## src/rtl/systolic_ctrl.sv

```systemverilog
// -----------------------------------------------------------------------------
// systolic_ctrl
// Controller for an NxN output-stationary systolic multiplier. It holds the
// A and B operand buffers and feeds skewed rows of A into the left edge and
// skewed columns of B into the top edge of the array. It also drives the
// array's clear, accumulate and shift enables, and captures the array
// accumulators into a result register that is handed off with a valid/ready
// handshake.
//
// Optional feature: define SYSTOLIC_CTRL_PERF_EN to add the perf_runs and
// perf_stall counters (saturating, cleared on rst).
//
// Ports
//   clk, rst         rising-edge clock, synchronous active-high reset
//   wr_en/wr_sel     operand write strobe, 0 = A buffer, 1 = B buffer
//   wr_addr/wr_data  row-major element index r*N+c and element value
//   start            begin a multiply (taken in IDLE only)
//   busy             high in CLEAR, STREAM and DRAIN
//   in_left_flat     N lanes of A elements, lane i at [i*DATA_WIDTH +: DATA_WIDTH]
//   in_top_flat      N lanes of B elements, lane j at [j*DATA_WIDTH +: DATA_WIDTH]
//   acc_rst          array accumulator clear (CLEAR state)
//   acc_en           array accumulate enable (STREAM state)
//   shift_en_right   array horizontal operand shift enable (STREAM state)
//   shift_en_down    array vertical operand shift enable (STREAM state)
//   acc_out_flat     array accumulators, element (i,j) at (i*N+j)*ACC_WIDTH
//   res_valid        result valid, high exactly while in DONE
//   res_data         captured result, same layout as acc_out_flat
//   res_ready        result consumer ready
//   perf_runs        (PERF_EN) completed DONE->IDLE handshakes
//   perf_stall       (PERF_EN) DONE cycles with res_ready low
// -----------------------------------------------------------------------------
module systolic_ctrl #(
   parameter int MATRIX_SIZE = 3,
   parameter int DATA_WIDTH  = 8,
   parameter int ACC_WIDTH   = 32
) (
   input  logic                                             clk,
   input  logic                                             rst,
   input  logic                                             wr_en,
   input  logic                                             wr_sel,
   input  logic [$clog2(MATRIX_SIZE*MATRIX_SIZE)-1:0]       wr_addr,
   input  logic [DATA_WIDTH-1:0]                            wr_data,
   input  logic                                             start,
   output logic                                             busy,
   output logic [DATA_WIDTH*MATRIX_SIZE-1:0]                in_left_flat,
   output logic [DATA_WIDTH*MATRIX_SIZE-1:0]                in_top_flat,
   output logic                                             acc_rst,
   output logic                                             acc_en,
   output logic                                             shift_en_right,
   output logic                                             shift_en_down,
   input  logic [ACC_WIDTH*MATRIX_SIZE*MATRIX_SIZE-1:0]     acc_out_flat,
   output logic                                             res_valid,
   output logic [ACC_WIDTH*MATRIX_SIZE*MATRIX_SIZE-1:0]     res_data,
   input  logic                                             res_ready
`ifdef SYSTOLIC_CTRL_PERF_EN
   ,
   output logic [31:0]                                      perf_runs,
   output logic [31:0]                                      perf_stall
`endif
);

   localparam int N          = MATRIX_SIZE;
   localparam int NN         = N * N;
   localparam int AW         = $clog2(NN);
   localparam int STREAM_LEN = 3 * N - 2;
   localparam int CW         = $clog2(3 * N - 1);

   localparam logic [2:0] S_IDLE   = 3'd0;
   localparam logic [2:0] S_CLEAR  = 3'd1;
   localparam logic [2:0] S_STREAM = 3'd2;
   localparam logic [2:0] S_DRAIN  = 3'd3;
   localparam logic [2:0] S_DONE   = 3'd4;

   logic [2:0]            state_q, state_d;
   logic [CW-1:0]         cnt_q, cnt_d;
   logic [DATA_WIDTH-1:0] a_mem_q [NN];
   logic [DATA_WIDTH-1:0] b_mem_q [NN];
   logic [ACC_WIDTH*NN-1:0] res_data_q;
   logic                  streaming;
   logic                  wr_ok;

   // ---------------- FSM ----------------
   always_comb begin
      state_d = state_q;
      cnt_d   = cnt_q;
      case (state_q)
         S_IDLE: begin
            if (start) begin
               state_d = S_CLEAR;
               cnt_d   = '0;
            end
         end
         S_CLEAR:  state_d = S_STREAM;
         S_STREAM: begin
            if (cnt_q == CW'(STREAM_LEN - 1)) begin
               state_d = S_DRAIN;
            end else begin
               cnt_d = cnt_q + 1'b1;
            end
         end
         S_DRAIN:  state_d = S_DONE;
         S_DONE: begin
            if (res_ready) begin
               state_d = S_IDLE;
            end
         end
         default:  state_d = S_IDLE;
      endcase
   end

   always_ff @(posedge clk) begin
      if (rst) begin
         state_q <= S_IDLE;
         cnt_q   <= '0;
      end else begin
         state_q <= state_d;
         cnt_q   <= cnt_d;
      end
   end

   assign streaming      = (state_q == S_STREAM);
   assign busy           = (state_q == S_CLEAR) || streaming || (state_q == S_DRAIN);
   assign acc_rst        = (state_q == S_CLEAR);
   assign acc_en         = streaming;
   assign shift_en_right = streaming;
   assign shift_en_down  = streaming;
   assign res_valid      = (state_q == S_DONE);

   // ---------------- operand buffers ----------------
   // Writes are accepted in IDLE and DONE only, so the matrices being streamed
   // never change underneath a run. A write coinciding with start lands on the
   // same edge, two cycles before the first STREAM cycle reads the buffer.
   assign wr_ok = wr_en && !busy && ({1'b0, wr_addr} < (AW + 1)'(NN));

   always_ff @(posedge clk) begin
      if (rst) begin
         for (int i = 0; i < NN; i++) begin
            a_mem_q[i] <= '0;
            b_mem_q[i] <= '0;
         end
      end else if (wr_ok) begin
         if (wr_sel) begin
            b_mem_q[wr_addr] <= wr_data;
         end else begin
            a_mem_q[wr_addr] <= wr_data;
         end
      end
   end

   // ---------------- skewed lane drive ----------------
   // Lane g is delayed by g cycles: on stream cycle t it carries operand
   // element k = t - g, or zero outside 0 <= k < N. The one-bit-wider k
   // keeps the t < g underflow detectable.
   genvar gi;
   generate
      for (gi = 0; gi < MATRIX_SIZE; gi++) begin : g_lane
         logic [CW:0]   k_lane;
         logic          live;
         logic [AW-1:0] a_idx;
         logic [AW-1:0] b_idx;

         assign k_lane = {1'b0, cnt_q} - (CW + 1)'(gi);
         assign live   = streaming && ({1'b0, cnt_q} >= (CW + 1)'(gi))
                         && (k_lane < (CW + 1)'(N));
         assign a_idx  = AW'(gi * N) + AW'(k_lane);
         assign b_idx  = AW'(k_lane) * AW'(N) + AW'(gi);

         assign in_left_flat[gi*DATA_WIDTH +: DATA_WIDTH] = live ? a_mem_q[a_idx] : '0;
         assign in_top_flat[gi*DATA_WIDTH +: DATA_WIDTH]  = live ? b_mem_q[b_idx] : '0;
      end
   endgenerate

   // ---------------- result capture ----------------
   // DRAIN is the first cycle the accumulators include the last product.
   always_ff @(posedge clk) begin
      if (rst) begin
         res_data_q <= '0;
      end else if (state_q == S_DRAIN) begin
         res_data_q <= acc_out_flat;
      end
   end

   assign res_data = res_data_q;

`ifdef SYSTOLIC_CTRL_PERF_EN
   logic [31:0] perf_runs_q;
   logic [31:0] perf_stall_q;

   always_ff @(posedge clk) begin
      if (rst) begin
         perf_runs_q  <= '0;
         perf_stall_q <= '0;
      end else if (state_q == S_DONE) begin
         if (res_ready) begin
            if (perf_runs_q != '1) perf_runs_q <= perf_runs_q + 1'b1;
         end else begin
            if (perf_stall_q != '1) perf_stall_q <= perf_stall_q + 1'b1;
         end
      end
   end

   assign perf_runs  = perf_runs_q;
   assign perf_stall = perf_stall_q;
`endif

endmodule

```

## config.mk

```make
export PLATFORM = sky130hd
export DESIGN_NAME = systolic_ctrl
export DESIGN_NICKNAME = d
export VERILOG_FILES = /design/src/rtl/systolic_ctrl.sv
export SDC_FILE = /design/constraint.sdc
export NUM_CORES = 1
export LEC_CHECK = 0
export ABC_AREA = 1
export BUFFER_PORTS_ARGS = -buffer_cell sky130_fd_sc_hd__buf_2
export CORE_AREA = 8 8 244 246
export CTS_CLUSTER_DIAMETER = 60
export DETAILED_ROUTE_END_ITERATION = 6
export DIE_AREA = 0 0 252 254
export GPL_ROUTABILITY_DRIVEN = 0
export GPL_TIMING_DRIVEN = 0
export PLACE_DENSITY = 0.79
export SYNTH_ARGS = -nofsm -noshare
export SYNTH_HDL_FRONTEND = slang
export SYNTH_SLANG_ARGS = --single-unit
```

## constraint.sdc

```tcl
create_clock -name clk -period 5.8 [get_ports clk]
set_input_delay 1.45 -clock clk [delete_from_list [all_inputs] [get_ports clk]]
set_output_delay 1.45 -clock clk [all_outputs]
set_load 0.005 [all_outputs]
```

* Word level (Yosys, flattened, before mapping)
Memories as Yosys holds them, arrays and structs flattened. A register that Yosys moved wholly into a read port is not among the register bits.
Cells that the tools add are included.
W data, S select, Z words.
** Word-level totals
- Register bits after elaboration :: 294
- Latch bits :: 0
- RAM bits :: 144
- ROM bits :: 0
- Input port bits :: 306
- Word-level logic and storage cells :: 77
- Memories kept :: 2
** Cells by class
- Add/sub/neg operators :: 7
- Multiply operators :: 3
- Divide/modulo/power cells :: 0
- Magnitude comparators :: 6
- Equal/unequal tests :: 9
- Shift-type cells :: 0
- Muxes and demuxes :: 31
- Bitwise operators :: 0
- Reductions and logical operators :: 16
** Memory list
- a_mem_q :: depth 9, width 8, rd ports 3, clocked after Yosys merged registers in 1, wr ports 9, RTL line 76 : logic [DATA_WIDTH-1:0] a_mem_q [NN];
- b_mem_q :: depth 9, width 8, rd ports 3, clocked after Yosys merged registers in 0, wr ports 9, RTL line 77 : logic [DATA_WIDTH-1:0] b_mem_q [NN];
** Operators by type and width (count)
- $mux W8 :: 8
- $mux W4 :: 4
- $reduce_or A8 Y1 :: 2
- $mux W3 :: 5
- $pmux W3 S5 :: 1
- $mux W1 :: 12
- $lt A4 B2 Y1 const B :: 2
- $mul A4 B2 Y4 const B :: 2
- $logic_and A1 B1 Y1 :: 7
- $eq A3 B2 Y1 const B :: 2
- $eq A3 B3 Y1 const B :: 2
- $pmux W3 S2 :: 1
- $reduce_and A3 Y1 :: 2
- $add A2 B4 Y4 const A :: 1
- $add A3 B4 Y4 const A :: 1
- $add A4 B1 Y4 const B :: 1
- $add A4 B2 Y4 const B :: 1
- $lt A4 B4 Y1 const B :: 1
- $mul A3 B2 Y4 const B :: 1
- $ne A2 B1 Y1 const B :: 2
- $ne A2 B2 Y1 const B :: 2
- $sub A3 B1 Y4 const B :: 1
- $sub A3 B2 Y4 const B :: 1
- $add A3 B1 Y3 const B :: 1
- other kinds (8) :: 9

* Depth between registers and ports, before layout
- Depth after elaboration :: 11
- Depth in mapped cells :: 17
- Mapped depth without buffers :: 13

* Worst setup path before layout
Ideal clock, no wire load.
- Kind :: flip-flop to output port
- Start point :: reg cnt_q[1]
- End point :: out in_top_flat[18]
- Arrival time :: 3.194 ns
- Data required time :: 4.350 ns
- Path slack :: 1.156 ns
- Cell stages (with the launch flop) :: 18
- Cells stage by stage :: dfxtp_1 -> buf_2 -> inv_2 -> clkbuf_1 -> ha_1 -> buf_4 -> inv_2 -> nor2_4 -> nor2_2 -> buf_2 -> inv_1 -> ha_1 -> clkinv_1 -> clkbuf_1 -> nand3_1 -> nand3_1 -> nand2_1 -> nor2_1
** Between the ends
- Longest elaborated chain between the ends :: 5
- Elaborated cells on any way between the ends :: 9
- Those cells by class :: 2 x add/sub; 1 x mul; 2 x order compare; 1 x mux; 2 x reduce/logical; 1 x memory
** Ends and longest elaborated chain
- start: declaration :: RTL line 75 : logic [CW-1:0] cnt_q, cnt_d;
- start signal: assignment :: RTL line 117 : cnt_q <= cnt_d;
- $sub A3 B2 Y4 :: RTL line 162 : assign k_lane = {1'b0, cnt_q} - (CW + 1)'(gi);
- $mul A4 B2 Y4 :: RTL line 166 : assign b_idx = AW'(k_lane) * AW'(N) + AW'(gi);
- $add A4 B2 Y4 :: RTL line 166
- $mem_v2 Z9 W8
- $mux W8 * :: RTL line 169 : assign in_top_flat[gi*DATA_WIDTH +: DATA_WIDTH] = live ? b_mem_q[b_idx] : '0;
- end: declaration :: RTL line 46 : output logic [DATA_WIDTH*MATRIX_SIZE-1:0] in_top_flat,
Mark *: on every way between the ends. The rest lies on a longest branch, timed or not.

* Worst setup path after layout
- Start point :: reg cnt_q[1]
- End point :: out in_top_flat[23]
The elaborated chain is that of the path after synthesis.

==> flow_metrics.env <==
export IMPL_synth_cell_types=44
export IMPL_dieWidth_um=252
export IMPL_cp_end_kind="output port"
export IMPL_status="complete, but fails checks"
export IMPL_grt_max_degree=16
export IMPL_slew_violations=0
export IMPL_grt_pass1_vias=23040
export IMPL_period_minus_slack_ns=5.749
export IMPL_vias_per_cell=5.564
export IMPL_fin_util_pct=55.67
export IMPL_leakagePower_uw=0.01498
export IMPL_grt_overflow_total=0
export IMPL_antenna_left=0
export IMPL_cts_buffers_inserted=58
export IMPL_worst_slew_pin_slew_ns=0.9627
export IMPL_required_ns=4.35
export IMPL_min_path_cells=2
export IMPL_arrival_ns=4.30
export IMPL_initial_core_util_pct=43.81
export IMPL_cts_max_level=2
export IMPL_cts_buffer_depth=3
export IMPL_dieArea_um2=64010
export IMPL_drt_iter0_drc=3735
export IMPL_final_nets=4103
export IMPL_cts_tree="yes"
export IMPL_netlist_instances=2965
export IMPL_clock_skew_ns=0.03461
export IMPL_syn_to_final_growth_pct=27.08
export IMPL_slowest_delay_ns=0.44
export IMPL_path_max_fanout=14
export IMPL_ioPinCount=648
export IMPL_hp_class="reg -> reg"
export IMPL_num_vias=25520
export IMPL_grt_pass1_wl_mm=156.8
export IMPL_drt_pass1_iterations=7
export IMPL_clock_latency_ns=0.63
export IMPL_port_buffer_count=646
export IMPL_slowest_stage="dfxtp_2"
export IMPL_vdd_ir_drop_max_uv=273.9
export IMPL_place_ws_ns=-0.3271
export IMPL_die_y_um=254
export IMPL_synth_warning_count=0
export IMPL_dpl_instance_area_um2=29010
export IMPL_syn_area_um2=24410
export IMPL_ys_ff_latch=553
export IMPL_synth_area_top_cells="edfxtp_1 31%, dfxtp_1 24%, nor2_1 13%"
export IMPL_yosysTopAreaCellShare_pct=31.49
export IMPL_path_cells="buf_6 -> inv_2 -> clkbuf_4 -> ha_1 -> buf_4 -> inv_2 -> nor2_4 -> nor2_4 -> buf_6 -> inv_1 -> ha_2 -> clkbuf_4 -> nand3_1 -> nand3_1 -> nand2_1 -> nor2_1 -> buf_2"
export IMPL_fin_crit_sh_pct=99.13
export IMPL_drive_gt1_share_pct=23.88
export IMPL_violations="design-rule violations"
export IMPL_syn_area_per_cell_um2=8.234
export IMPL_track_usage_pct=33.31
export IMPL_clk_pin_slew_ns=0.06
export IMPL_crit_path_start_kind="flop"
export IMPL_core_area_um2=55730
export IMPL_yosysSeqAreaShare_pct=55.84
export IMPL_powerDensity_nw_per_um2=365.8
export IMPL_cts_root_buf="clkbuf_16"
export IMPL_fmax_mhz=173.9
export IMPL_placementRows=87
export IMPL_final_hold_viol_count=0
export IMPL_wl_mm=112.7
export IMPL_dp_hpwl_mm=90.07
export IMPL_design_area_um2=31030
export IMPL_drc_errors=1
export IMPL_nFillCells=5236
export IMPL_slew_headroom_pct=35.60
export IMPL_cap_violations=0
export IMPL_wl_per_cell_um=24.57
export IMPL_ff2ff_path_depth=7
export IMPL_cts_sinks=553
export IMPL_path_class="reg -> out"
export IMPL_antenna_found_initial=26
export IMPL_dp_cells=4478
export IMPL_worst_slack_ns=0.05073
export IMPL_setup_viol_count_final=0
export IMPL_final_cell_count_no_fill=4587
export IMPL_yosysTopAreaCell="edfxtp_1"
export IMPL_worst_hold_slack_ns=0.4917
per-layer routing:
layer | GRT usage, % | vias to the layer above | wire (um)
met4 | 15.28 | 34 | 6749
li1 | - | 11330 | -
met5 | 0 | - | 223
met2 | 51.63 | 1950 | 48770
met3 | 13.30 | 402 | 16960
met1 | 40.51 | 11810 | 39980
through the flow:
| stage | TNS (ns) | power [uW] |
|---|---|---|
| finish | 0 | 11350 |
| global route | -0.002075 | 11690 |
| CTS | 0 | 11210 |
| detailed placement | -1.833 | 7376 |
| global placement | -1.698 | 7320 |
| floorplan | 0 | 6217 |
logic make-up after synthesis:
| logic type | Yosys count | share of synthesized area [%] |
|---|---|---|
| other cells | 1 | 0.01536 |
| compound gates | 503 | 10.76 |
| flops | 553 | 55.84 |
| simple gates | 1577 | 26.92 |
| buf+inv | 308 | 5.335 |
| mux | 2 | 0.08200 |
| xor+xnor | 6 | 0.2460 |
| fa+ha+maj | 15 | 0.7995 |
sequential cells by signal, indices dropped and copies added, names as in the netlist, named ones only:
| signal | count |
|---|---|
| a_mem_q | 128 |
| b_mem_q | 128 |
| cnt_q | 3 |
| res_data | 288 |
| state_q | 3 |
cells in the mapped netlist, drive strengths merged:
library cell / instances
a211oi: 8
a21oi: 34
a31oi: 4
and2: 1
buf: 98
clkbuf: 94
clkinv: 10
conb: 1
dfxtp: 297
edfxtp: 256
fa: 1
ha: 14
inv: 106
mux2i: 2
nand2: 443
nand3: 202
nand4: 18
nor2: 851
nor3: 13
nor3b: 1
nor4: 1
o211a: 1
o211ai: 16
o21a: 1
o21ai: 427
o221ai: 9
o22ai: 3
or2: 47
xnor2: 3
xor2: 3
path summary, 6_finish.rpt:
check / slack (ns) / endpoint / from
worst max-delay path: 0.05 / in_top_flat[23] / cnt_q[1]
worst min-delay path: 0.49 / res_data[213] / res_data[213]
worst max register to register: 2.73 / res_data[135] / state_q[1]
worst min register to register: 0.49 / res_data[213] / res_data[213]
worst max-delay path: cells and delay by family, from the launching register on:
| family | cells | cell delay (ns) |
|---|---|---|
| flops | 1 | 0.44 |
| simple gates | 6 | 0.84 |
| buf+inv | 9 | 1.65 |
| fa+ha+maj | 2 | 0.75 |
layout by cell type, fill, tap and decap left out, drive strengths merged, types with 2 or more instances in the layout:
cell type / Yosys / routed
o211ai: 16 / 16
conb: 1 / 112
ha: 14 / 14
clkbuf: 94 / 173
o221ai: 9 / 9
edfxtp: 256 / 256
bufinv: 0 / 6
mux2i: 2 / 2
xnor2: 3 / 3
nand3: 202 / 202
a21oi: 34 / 34
a31oi: 4 / 4
o21ai: 427 / 427
a211oi: 8 / 8
clkinv: 10 / 20
nand4: 18 / 18
diode: 0 / 8
buf: 98 / 744
inv: 106 / 111
nand2: 443 / 443
or2: 47 / 47
xor2: 3 / 3
nor3: 13 / 13
o22ai: 3 / 3
dfxtp: 297 / 297
nor2: 851 / 851
final cells by class:
cell class	instances	area, um2	share of cell area [%]
Tap cell	756	945.9	3.049
Inverter	116	440.4	1.420
Clock inverter	22	282.8	0.9114
Clock buffer	79	1674	5.396
Buffer	192	892.1	2.875
Multi-Input combinational cell	2215	9903	31.92
Sequential cell	553	13630	43.94
Antenna cell	8	20.02	0.06452
Timing Repair Buffer	646	3233	10.42
repair_timing:
item | in CTS | in global routing
resized for setup | 11 | 7
pin swaps | 0 | 0
setup buffers | 0 | 0
hold buffers | 0 | 0
endpoints found under the setup margin | 14 | 8
power breakdown:
group	internal [uW]	switching, uW
registers	4350	144
logic	900	2080
clock network	2280	1600
Note: power is estimated with default switching activity, not from simulation.
